`src/rtl/boton_evento_reg.sv`:
```
`default_nettype none
// ============================================================================
//  Module   : boton_evento_reg
//  Brief    : Button event FIFO with memory-mapped STATUS/DATA/CTRL registers,
//             pop-on-read DATA access and a level interrupt for the core.
//  Options  : BOTON_TIMESTAMP_EN - adds a free-running cycle counter whose
//             value is captured with every event (DATA[31:8]).
//  Revision : 1.0 - initial release
// ============================================================================
module boton_evento_reg #(
  parameter int DEPTH = 8,
  parameter int CNT_W = 24
) (
  input  logic        clk_i,
  input  logic        rst_ni,
  input  logic        pulso_i,
  input  logic [3:0]  botones_i,
  input  logic [1:0]  addr_i,
  input  logic        rd_en_i,
  input  logic        wr_en_i,
  input  logic [31:0] wdata_i,
  output logic [31:0] rdata_o,
  output logic        irq_o
);

  localparam int c_ptrW   = (DEPTH > 1) ? $clog2(DEPTH) : 1;
  localparam int c_countW = c_ptrW + 1;
`ifdef BOTON_TIMESTAMP_EN
  localparam int c_entryW = 8 + CNT_W;
`else
  localparam int c_entryW = 4;
`endif

  localparam logic [1:0] c_addrStatus = 2'd0;
  localparam logic [1:0] c_addrData   = 2'd1;
  localparam logic [1:0] c_addrCtrl   = 2'd2;

  logic                r_pulsoQ;
  logic [c_entryW-1:0] r_mem [DEPTH];
  logic [c_ptrW-1:0]   r_wrPtr;
  logic [c_ptrW-1:0]   r_rdPtr;
  logic [c_countW-1:0] r_count;
  logic                r_overflow;
  logic                r_irqEn;
  logic [31:0]         r_rdata;
  logic                r_irq;

  logic                w_empty;
  logic                w_full;
  logic                w_pushReq;
  logic                w_ctrlWr;
  logic                w_flush;
  logic                w_clrOvf;
  logic                w_pop;
  logic                w_push;
  logic                w_setOvf;
  logic [c_entryW-1:0] w_entry;
  logic [31:0]         w_rdMux;
  logic                w_unusedBits;

  assign w_empty   = (r_count == '0);
  assign w_full    = (r_count == c_countW'(DEPTH));
  assign w_pushReq = pulso_i & ~r_pulsoQ;
  assign w_ctrlWr  = wr_en_i & (addr_i == c_addrCtrl);
  assign w_flush   = w_ctrlWr & wdata_i[1];
  assign w_clrOvf  = w_ctrlWr & wdata_i[2];
  assign w_pop     = rd_en_i & (addr_i == c_addrData) & ~w_empty;
  // A full FIFO still accepts the event when the same cycle frees a slot.
  assign w_push    = w_pushReq & ~w_flush & (~w_full | w_pop);
  assign w_setOvf  = w_pushReq & ~w_flush & w_full & ~w_pop;

  // Upper write-data bits and CNT_W (in the plain build) have no function.
  assign w_unusedBits = ^{wdata_i[31:3], 1'(CNT_W)};

`ifdef BOTON_TIMESTAMP_EN
  logic [CNT_W-1:0] r_ts;

  // Free-running cycle counter that timestamps each event.
  always_ff @(posedge clk_i or negedge rst_ni) begin
    if (!rst_ni) r_ts <= '0;
    else         r_ts <= r_ts + 1'b1;
  end

  assign w_entry = {r_ts, 4'b0000, botones_i};
`else
  assign w_entry = botones_i;
`endif

  // Edge-detect register: a held pulse only produces one event.
  always_ff @(posedge clk_i or negedge rst_ni) begin
    if (!rst_ni) r_pulsoQ <= 1'b0;
    else         r_pulsoQ <= pulso_i;
  end

  // Event storage; contents are only meaningful below r_count, so no reset.
  always_ff @(posedge clk_i) begin
    if (w_push) r_mem[r_wrPtr] <= w_entry;
  end

  // FIFO pointers and occupancy; flush overrides any push/pop that cycle.
  always_ff @(posedge clk_i or negedge rst_ni) begin
    if (!rst_ni) begin
      r_wrPtr <= '0;
      r_rdPtr <= '0;
      r_count <= '0;
    end else if (w_flush) begin
      r_wrPtr <= '0;
      r_rdPtr <= '0;
      r_count <= '0;
    end else begin
      if (w_push) r_wrPtr <= r_wrPtr + 1'b1;
      if (w_pop)  r_rdPtr <= r_rdPtr + 1'b1;
      if (w_push && !w_pop)      r_count <= r_count + 1'b1;
      else if (w_pop && !w_push) r_count <= r_count - 1'b1;
    end
  end

  // Sticky overflow; a new overflow wins over a simultaneous clear.
  always_ff @(posedge clk_i or negedge rst_ni) begin
    if (!rst_ni)       r_overflow <= 1'b0;
    else if (w_setOvf) r_overflow <= 1'b1;
    else if (w_clrOvf) r_overflow <= 1'b0;
  end

  // Interrupt enable, the only stored CTRL bit.
  always_ff @(posedge clk_i or negedge rst_ni) begin
    if (!rst_ni)       r_irqEn <= 1'b0;
    else if (w_ctrlWr) r_irqEn <= wdata_i[0];
  end

  // Read mux built from pre-write state.
  always_comb begin
    w_rdMux = '0;
    case (addr_i)
      c_addrStatus: w_rdMux = {16'h0000, 8'(r_count), 5'b00000, r_overflow, w_full, w_empty};
      c_addrData:   if (!w_empty) w_rdMux = 32'(r_mem[r_rdPtr]);
      c_addrCtrl:   w_rdMux = {31'b0, r_irqEn};
      default:      w_rdMux = '0;
    endcase
  end

  // Read data register: loads on a read strobe and holds until the next one.
  always_ff @(posedge clk_i or negedge rst_ni) begin
    if (!rst_ni)       r_rdata <= '0;
    else if (rd_en_i)  r_rdata <= w_rdMux;
  end

  // Level interrupt derived from registered state, one cycle behind count.
  always_ff @(posedge clk_i or negedge rst_ni) begin
    if (!rst_ni) r_irq <= 1'b0;
    else         r_irq <= r_irqEn & ~w_empty;
  end

  assign rdata_o = r_rdata;
  assign irq_o   = r_irq;

endmodule
`default_nettype wire

```
`config.mk`:
```
export PLATFORM = sky130hd
export DESIGN_NAME = boton_evento_reg
export DESIGN_NICKNAME = d
export VERILOG_FILES = /design/src/rtl/boton_evento_reg.sv
export SDC_FILE = /design/constraint.sdc
export NUM_CORES = 1
export LEC_CHECK = 0
export CELL_PAD_IN_SITES_DETAIL_PLACEMENT = 0
export CELL_PAD_IN_SITES_GLOBAL_PLACEMENT = 1
export CORE_UTILIZATION = 40
export DETAILED_ROUTE_END_ITERATION = 16
export HOLD_SLACK_MARGIN = 0.15
export PLACE_DENSITY = 0.86
export SLEW_MARGIN = 0
export SYNTH_ARGS = -nofsm -noshare
export SYNTH_HDL_FRONTEND = slang
export SYNTH_SLANG_ARGS = --single-unit
export TNS_END_PERCENT = 20
```
`constraint.sdc`:
```
create_clock -name clk_i -period 5.55 [get_ports clk_i]
set_input_delay 0.555 -clock clk_i [delete_from_list [all_inputs] [get_ports clk_i]]
set_output_delay 0.555 -clock clk_i [all_outputs]
set_load 0.02 [all_outputs]
```
==> results of run 1 <==
-- power groups by stage --
stage / logic, uW / registers, uW / clock network (uW)
3_5_place_dp: 377 / 604 / 0
6_report: 375 / 596 / 231
4_1_cts: 378 / 595 / 235
3_3_place_gp: 365 / 599 / 0
5_1_grt: 415 / 610 / 250
2_1_floorplan: 316 / 565 / 0
-- state kept, by name, indices dropped and copies added, names as in the netlist --
signal and cells:
rdata_o 8, r_mem 32, r_overflow 1, irq_o 1
r_wrPtr 3, r_irqEn 1, r_pulsoQ 1, r_count 4
r_rdPtr 3
-- cells by family after synthesis --
family	after synthesis	share of synthesized area (%)
AO/OA/AOI/OAI	21	5.431
XOR/XNOR	4	1.334
adder cells (fa/ha/maj)	5	2.668
buffers and inverters	44	9.862
flip-flops	54	57.55
multiplexers	19	11.77
other	1	0.1428
AND/OR/NAND/NOR	58	11.24
-- metal layers --
| layer | share of wire [%] | up-vias | global-route usage [%] |
|---|---|---|---|
| met5 | 0 | - | 0 |
| met2 | 49 | 44 | 22.50 |
| met4 | 1.6 | 0 | 6.270 |
| met3 | 3.3 | 6 | 2.783 |
| met1 | 47 | 767 | 19.22 |
| li1 | - | 737 | - |
-- cell usage in the layout, fill, tap and decap left out, types with 6 or more instances in the layout --
master           count
clkdlybuf4s50_1     22
conb_1              24
dfrtp_1             22
edfxtp_1            32
inv_1               12
mux2i_1              8
mux4_2               8
nand2_1             21
nor2_1               9
nor3_1               6
-- cell type report --
cell class                 instances  area (sq um)  share of cell area (%)
clock buffer                       5         68.82                   2.363
clock inverter                     3         28.78                  0.9880
inverter                          12         45.04                   1.546
multi-input combinational        131         942.2                   32.35
sequential                        54          1511                   51.89
tap                               77         96.34                   3.308
timing repair buffer              22         220.2                   7.560
-- worst min path at each step --
stage,start,depth (start not counted),endpoint,slack [ns]
2_1_floorplan,rst_ni,0,irq_o$_DFF_PN0_,0.26
3_3_place_gp,r_irqEn$_DFFE_PN0N_,1,irq_o$_DFF_PN0_,0.51
3_5_place_dp,r_overflow$_DFFE_PN0P_,2,r_overflow$_DFFE_PN0P_,0.51
4_1_cts,r_overflow$_DFFE_PN0P_,2,r_overflow$_DFFE_PN0P_,0.54
5_1_grt,r_irqEn$_DFFE_PN0N_,1,irq_o$_DFF_PN0_,0.56
6_report,r_irqEn$_DFFE_PN0N_,1,irq_o$_DFF_PN0_,0.53
-- per-stage QoR --
step,hold slack [ns],std cells,cell area [sq um]
6_report,0.5317,304,2913
5_1_grt,0.5608,304,2913
4_1_cts,0.5354,304,2913
3_5_place_dp,0.5111,296,2815
3_3_place_gp,0.5053,296,2815
2_1_floorplan,0.2594,229,2713
-- critical path: stages --
cell and delay [ns]:
clkdlybuf4s50_1 0.83, nand3b_1 0.27, a311oi_1 0.58, nand2_1 0.19, ha_1 0.37, a21oi_1 0.20
nand2_1 0.12, o221ai_1 0.19, a31oi_1 0.10
==> results.json, run 1 <==
{
  "status": "complete, no violations",
  "setup-tns-final_ns": 0,
  "antenna_left": 0,
  "final_layout_size_suffix_gt1_share_pct": 10.13,
  "max_freq_ghz": 0.3096,
  "relSlewSlack_pct": 30.73,
  "yosysUniqueCellTypes": 42,
  "p_seq_share_pct": 49.6,
  "ff2ff_setup_slack_ns": 2.77,
  "n_antenna_cell": 0,
  "end_kind": "flip-flop",
  "antenna_found_initial": 0,
  "synth-main-ff-cell": "edfxtp_1",
  "cts_tree": "built",
  "cts_num_sinks": 54,
  "reg2reg_to": "r_count[3]$_DFFE_PN0P_",
  "wirelength_microns": 4504,
  "critPathKind": "primary input to flip-flop",
  "cap_violations": 0,
  "arrival_ns": 3.41,
  "nets": 274,
  "dieWidth_microns": 83.03,
  "numCtsBuffers": 5,
  "grt-ovfl-total": 0,
  "area.growth.synth_to_final_pct": 10.91,
  "place_ws_ns": 2.038,
  "postSynthCellCount": 206,
  "num_rows": 29,
  "worst_pin_slew_ns": 1.036,
  "gp_congestion": 0.7651,
  "start_util_pct": 41.36,
  "irDropWorstVdd_v": 0.0001814,
  "start_kind": "primary input",
  "period_share_pct": 58.20,
  "core_sq_um": 6350,
  "netSwitchingFraction_pct": 35.03,
  "synth_area_per_cell_sq_um": 12.75,
  "grt_first_pass_wirelength_microns": 7562,
  "fin_total_pwr_uw": 1202,
  "clkLatencyLatePin_ns": 0.31,
  "setup_viol": 0,
  "synth_area_leaders": "edfxtp_1, dfrtp_1, buf_4, mux4_2, mux2i_1",
  "power_switching_uw": 421.0,
  "ff2ff_path_depth": 8,
  "worstPathMaxFanout": 17,
  "netlist_area_sq_um": 2626,
  "yosysTopAreaCellShare_pct": 36.59,
  "htree_num_levels": 2,
  "fin_skew_ns": 0.005212,
  "synth.largest_area_cell": "edfxtp_1",
  "pwr-share-clk_pct": 19.3,
  "post-synth-top-count-cell": "edfxtp_1",
  "p_per_area_nw_per_um2": 412.6,
  "synth_seq_area_share_pct": 57.55,
  "grt_max_degree": 23,
  "fin_crit_ns": 3.230,
  "port_buffers": 22,
  "post_cts_resized": 0,
  "fin_util_pct": 45.87,
  "clockBufferDepth": 2,
  "routedWlPerCell_microns": 14.82,
  "die_area_sq_um": 6894,
  "rsz0062_at_grt": "false",
  "drt-initial-drc-count": 98,
  "cp-startpoint": "rd_en_i",
  "dp_hpwl_microns": 3275,
  "yosysWarnings": 0,
  "maxSlewViolCount": 0,
  "crit_required_ns": 5.73,
  "synth_common_cells": "edfxtp_1, buf_4, dfrtp_1, nand2_1, inv_1",
  "yosys_register_bits": 54,
  "boundaryPins": 76,
  "hold_violations": 0,
  "post-cts-setup-buffers": 0,
  "cts-hold-fix-buffers": 0,
  "leakage_uw": 0.001113,
  "intPower_uw": 780.7,
  "grt_use_total_pct": 14.26,
  "root_buffer": "clkbuf_8",
  "drc": 0,
  "r2r-start": "r_count[0]$_DFFE_PN0P_",
  "async_flop_share_pct": 40.74,
  "grt_pass1_vias": 1504,
  "vias": 1554,
  "clk_pin_slew_ns": 0.10,
  "p_comb_share_pct": 31.2,
  "critPathCapture": "r_count[3]$_DFFE_PN0P_",
  "viasPerCell": 5.112,
  "final.fill_count": 553,
  "dr.pass1.iters": 4,
  "die_y_microns": 83.03,
  "hold_path_class": "flip-flop to flip-flop",
  "synth_edf_count": 32,
  "timing.final.ws_setup_ns": 2.320
}
No activity file was read; power rests on OpenSTA's default activity.
==> inputs of run 2 (changes only) <==
CORE_UTILIZATION = 37   (was 40)
PLACE_DENSITY = 0.8   (was 0.86)
clock period = 3.4 ns   (was 5.55 ns; I/O delays follow)
==> run 2 against run 1 <==
  * Critical path depth decreased by 1
  * Flip-flop and latch count unchanged
  * Combinational power increased by 65%
  * Routed wire length increased by 2.7%
  * Clock skew decreased by 0.00085 ns
  * Total power increased by 69%
  * Register-to-register slack got worse by 2.1 ns
  * Sequential power increased by 63%
  * Critical endpoint unchanged
  * Largest cell class unchanged
  * Largest power group unchanged
==> results.json, run 2 (same netlist as run 1, synthesis figures left out) <==
{
  "crit_family": "simple AND/OR/NAND/NOR gates",
  "cp_slowest_cell": "nor3_1",
  "htree_num_levels": 2,
  "die_area_sq_um": 7439,
  "post_cts_resized": 0,
  "end_kind": "flip-flop",
  "hold-worst-slack_ns": 0.5151,
  "r2r-start": "r_count[0]$_DFFE_PN0P_",
  "core_sq_um": 6832,
  "start_kind": "flip-flop",
  "numCtsBuffers": 5,
  "antenna_found_initial": 0,
  "antenna_left": 0,
  "grt-ovfl-total": 0,
  "ff2ff_setup_slack_ns": 0.71,
  "final_common_cell": "edfxtp_1",
  "nets": 279,
  "cts-hold-fix-buffers": 0,
  "fin_skew_ns": 0.004364,
  "die_y_microns": 86.25,
  "clkLatencyLatePin_ns": 0.31,
  "min_path_cells": 1,
  "fin_crit_ns": 2.690,
  "grt_max_degree": 23,
  "max_freq_ghz": 0.3718,
  "final.fill_count": 648,
  "grt_pass1_vias": 1535,
  "whs_endpoint": "r_pulsoQ$_DFF_PN0_",
  "status": "complete, no violations",
  "wirelength_microns": 4624,
  "boundaryPins": 76,
  "vias": 1540,
  "area.growth.synth_to_final_pct": 13.96,
  "period_share_pct": 79.11,
  "reg2reg_to": "r_count[3]$_DFFE_PN0P_",
  "num_rows": 30,
  "dr.pass1.iters": 4,
  "drc": 0,
  "worstPathMaxFanout": 8,
  "p_per_area_nw_per_um2": 678.5,
  "drt-initial-drc-count": 82,
  "dp_hpwl_microns": 3415,
  "cts_num_sinks": 54,
  "cp_num_buf_inv": 0,
  "slowest_delay_ns": 0.76,
  "post-cts-setup-buffers": 0,
  "crit_required_ns": 3.59,
  "arrival_ns": 2.88,
  "leakage_uw": 0.001148,
  "clk_pin_slew_ns": 0.10,
  "start_util_pct": 38.44,
  "final_layout_size_suffix_gt1_share_pct": 12.07,
  "root_buffer": "clkbuf_8",
  "gp_congestion": 0.7557,
  "dieWidth_microns": 86.25,
  "worstHoldStart": "pulso_i",
  "cap_violations": 0,
  "rsz0062_at_grt": "false",
  "port_buffers": 22,
  "top_register": "r_mem",
  "relSlewSlack_pct": 31.24,
  "cp_cell_sequence": "nor3_1 > a311oi_1 > nand2_1 > ha_1 > a21oi_1 > nand2_1 > o221ai_1 > a31oi_1",
  "irDropWorstVdd_v": 0.0002049,
  "setup-tns-final_ns": 0,
  "viasPerCell": 4.695,
  "ff2ff_path_depth": 8,
  "cts_tree": "built",
  "hold_path_class": "primary input to flip-flop",
  "grt_use_total_pct": 13.70,
  "critPathKind": "flip-flop to flip-flop",
  "n_antenna_cell": 0,
  "routedWlPerCell_microns": 14.10,
  "maxSlewViolCount": 0,
  "largest_reg_flops": 32,
  "clockBufferDepth": 2,
  "setup_viol": 0,
  "hold_violations": 0,
  "worst_pin_slew_ns": 1.028,
  "path_common_cell": "nand2_1",
  "grt_first_pass_wirelength_microns": 7590,
  "final_cell_mix": "edfxtp_1, conb_1, clkdlybuf4s50_1, dfrtp_1, nand2_1"
}
run 2: cell types whose count changed in the layout (fill, tap and decap cells not counted), sizes merged:
cell,before,now
buf,0,5
bufinv,0,1
clkinv,2,1
run 2: area by class of cell:
cell class / instances / area [sq um] / area share [%]
sequential: 54 / 1511 / 50.50
timing repair buffer: 27 / 257.7 / 8.612
clock inverter: 3 / 47.55 / 1.589
tap: 96 / 120.1 / 4.013
multi-input combinational: 131 / 942.2 / 31.48
inverter: 12 / 45.04 / 1.505
clock buffer: 5 / 68.82 / 2.299
run 2: worst max-delay path by stage:
stage                            from                     end  slack (ns)  depth (start not counted)
3_5_place_dp                addr_i[1]  r_count[3]$_DFFE_PN0P_        0.50                          9
2_1_floorplan  r_count[0]$_DFFE_PN0P_  r_count[1]$_DFFE_PN0P_        1.15                          7
6_report       r_count[0]$_DFFE_PN0P_  r_count[3]$_DFFE_PN0P_        0.71                          8
4_1_cts        r_count[0]$_DFFE_PN0P_  r_count[3]$_DFFE_PN0P_        0.72                          8
3_3_place_gp                addr_i[1]  r_count[3]$_DFFE_PN0P_        0.53                          9
5_1_grt        r_count[0]$_DFFE_PN0P_  r_count[3]$_DFFE_PN0P_        0.56                          8
run 2: metrics by stage:
stage          setup slack (ns)  total power [uW]  instance area, sq um  instances  util (%)
4_1_cts                  0.7152              2046                  2993        328     43.81
3_5_place_dp             0.4961              1611                  2877        320     42.11
6_report                 0.7104              2031                  2993        328     43.81
3_3_place_gp             0.5304              1583                  2877        320     42.11
2_1_floorplan             1.147              1439                  2713        229         -
5_1_grt                  0.5560              2158                  2993        328     43.81
run 2: metal layers:
layer	vias to the layer above	part of all wire, %	global-route usage (%)
li1	740	-	-
met2	53	49	23.59
met5	-	0	0
met4	0	1.7	5.455
met3	6	4.0	2.571
met1	741	45	17.07
run 2: where the power goes:
| group | internal, uW | switching [uW] | leakage (uW) |
|---|---|---|---|
| Sequential | 810 | 160 | 0.000571 |
| Combinational | 318 | 300 | 0.000518 |
| Clock | 223 | 219 | 0.0000587 |
==> inputs of run 3 (changes only) <==
clock period = 2.5 ns   (was 3.4 ns; I/O delays follow)
==> run 3 against run 2 <==
  * Clock power grew 35%
  * Global-route usage grew 0.27 points
  * First-iteration DRC count grew 3.7%
  * Cell count grew 5.8%
  * Sequential share of layout area shrank 2.3 points
  * Maximum frequency grew 15%
  * Sequential power grew 31%
  * Clock-buffer cell count is the same
  * Largest power group unchanged
  * Highest routed layer unchanged
==> results.json, run 3 (same netlist as run 1, synthesis figures left out) <==
{
  "grt.busiest_layer": "met2",
  "drc": 0,
  "final_common_cell": "edfxtp_1",
  "top_register": "r_mem",
  "cts_num_sinks": 54,
  "critPathKind": "flip-flop to flip-flop",
  "vias": 1653,
  "nets": 298,
  "root_buffer": "clkbuf_8",
  "fin_crit_ns": 2.339,
  "htree_num_levels": 2,
  "die_y_microns": 86.25,
  "crit_required_ns": 2.69,
  "cap_violations": 0,
  "wirelength_microns": 4723,
  "cp_cell_sequence": "or4_4 > nand2_1 > nand2_1 > ha_1 > a21oi_1 > nand2_1 > o221ai_1 > a31oi_1",
  "fin_util_pct": 45.90,
  "setup-tns-final_ns": 0,
  "rsz0062_at_grt": "false",
  "antenna_left": 0,
  "final_layout_size_suffix_gt1_share_pct": 18.73,
  "ff2ff_path_depth": 8,
  "antenna_found_initial": 0,
  "dr.pass1.iters": 4,
  "setup_viol": 0,
  "grt_max_degree": 23,
  "final.fill_count": 641,
  "dieWidth_microns": 86.25,
  "slowest_delay_ns": 0.59,
  "intPower_uw": 1918,
  "max_freq_ghz": 0.4274,
  "cts_tree": "built",
  "start_util_pct": 38.44,
  "area.growth.synth_to_final_pct": 19.39,
  "cp_slowest_cell": "or4_4",
  "netSwitchingFraction_pct": 32.99,
  "multi_input_comb_area_sq_um": 942.2,
  "p_comb_share_pct": 34.8,
  "num_rows": 30,
  "clkLatencyLatePin_ns": 0.31,
  "final_cell_mix": "edfxtp_1, conb_1, buf_4",
  "worst_pin_slew_ns": 0.6006,
  "grt_use_total_pct": 13.97,
  "port_buffers": 22,
  "end_kind": "flip-flop",
  "dp_hpwl_microns": 3540,
  "grt_first_pass_wirelength_microns": 7748,
  "placedCellCount": 339,
  "arrival_ns": 2.53,
  "hold_path_class": "primary input to asynchronous set/reset pin",
  "path_common_cell": "nand2_1",
  "grt_util_met2_pct": 23.59,
  "routedWlPerCell_microns": 13.61,
  "post_cts_resized": 0,
  "place_ws_ns": -0.1336,
  "met1_usage_pct": 17.70,
  "grt_pass1_vias": 1586,
  "gp_congestion": 0.7511,
  "ff2ff_setup_slack_ns": 0.16,
  "n_antenna_cell": 0,
  "clockBufferDepth": 2,
  "boundaryPins": 76,
  "grt-ovfl-total": 0,
  "power_switching_uw": 944.5,
  "start_kind": "flip-flop",
  "final_cells": 347,
  "status": "complete, no violations",
  "fin_total_pwr_uw": 2863,
  "drt-initial-drc-count": 85,
  "clk_pin_slew_ns": 0.10,
  "worstPathMaxFanout": 6,
  "pwr-share-clk_pct": 20.8,
  "largest_reg_flops": 32,
  "p_seq_share_pct": 44.4,
  "fin_skew_ns": 0.004230,
  "die_area_sq_um": 7439,
  "numCtsBuffers": 5,
  "irDropWorstVdd_v": 0.0003524,
  "viasPerCell": 4.764,
  "p_per_area_nw_per_um2": 913.0,
  "seqCellArea_sq_um": 1511,
  "relSlewSlack_pct": 59.96,
  "post-cts-setup-buffers": 0,
  "period_share_pct": 93.58,
  "cts-hold-fix-buffers": 0,
  "core_sq_um": 6832,
  "maxSlewViolCount": 0,
  "leakage_uw": 0.001240,
  "grtUsageMet3_pct": 2.571,
  "timing.final.ws_setup_ns": 0.1605,
  "hold_violations": 0
}
[run 3: changes by cell type in the layout (fill, tap and decap cells not counted)]
cell,change
buf_4,+19
[run 3: critical path, delay by kind of cell (launching register included)]
| family | cells | cell delay, ns |
|---|---|---|
| DFF | 1 | 0.39 |
| adders and majority gates | 1 | 0.34 |
| AOI/OAI and AO/OA | 3 | 0.51 |
| and+or+nand+nor | 4 | 0.97 |
[run 3: power by group through the flow]
stage	Combinational [uW]	Sequential, uW	Clock (uW)
after floorplan	702	1250	0
after global placement	967	1290	0
after detailed placement	1000	1290	0
after CTS	1000	1270	610
after global routing	1100	1300	638
final	996	1270	597
[run 3: routing by layer]
layer	part of all wire, %	wire length (microns)
met1	45	2136
met2	49	2333
met3	3.7	176
met4	1.6	77
met5	0	0
[run 3: cell type report]
class                           instances  area share, %
Timing Repair Buffer                   46          12.77
Clock buffer                            5          2.195
Sequential cell                        54          48.20
Clock inverter                          3          1.516
Tap cell                               96          3.831
Multi-Input combinational cell        131          30.05
Inverter                               12          1.437
[run 3: through the flow]
step	instance area [sq um]	hold slack [ns]
2_1_floorplan	2713	-0.04559
4_1_cts	3136	0.2892
5_1_grt	3136	0.3170
3_3_place_gp	3019	0.5013
6_report	3136	0.2830
3_5_place_dp	3019	0.5145
[run 3: path summary, 6_finish.rpt]
| kind | from | end |
|---|---|---|
| max | r_count[0]$_DFFE_PN0P_ | r_count[3]$_DFFE_PN0P_ |
| min | rst_ni | r_count[0]$_DFFE_PN0P_ |
| max reg2reg | r_count[0]$_DFFE_PN0P_ | r_count[3]$_DFFE_PN0P_ |
| min reg2reg | r_irqEn$_DFFE_PN0N_ | irq_o$_DFF_PN0_ |
| max in group asynchronous | rst_ni | irq_o$_DFF_PN0_ |
| min in group clk_i | pulso_i | r_pulsoQ$_DFF_PN0_ |
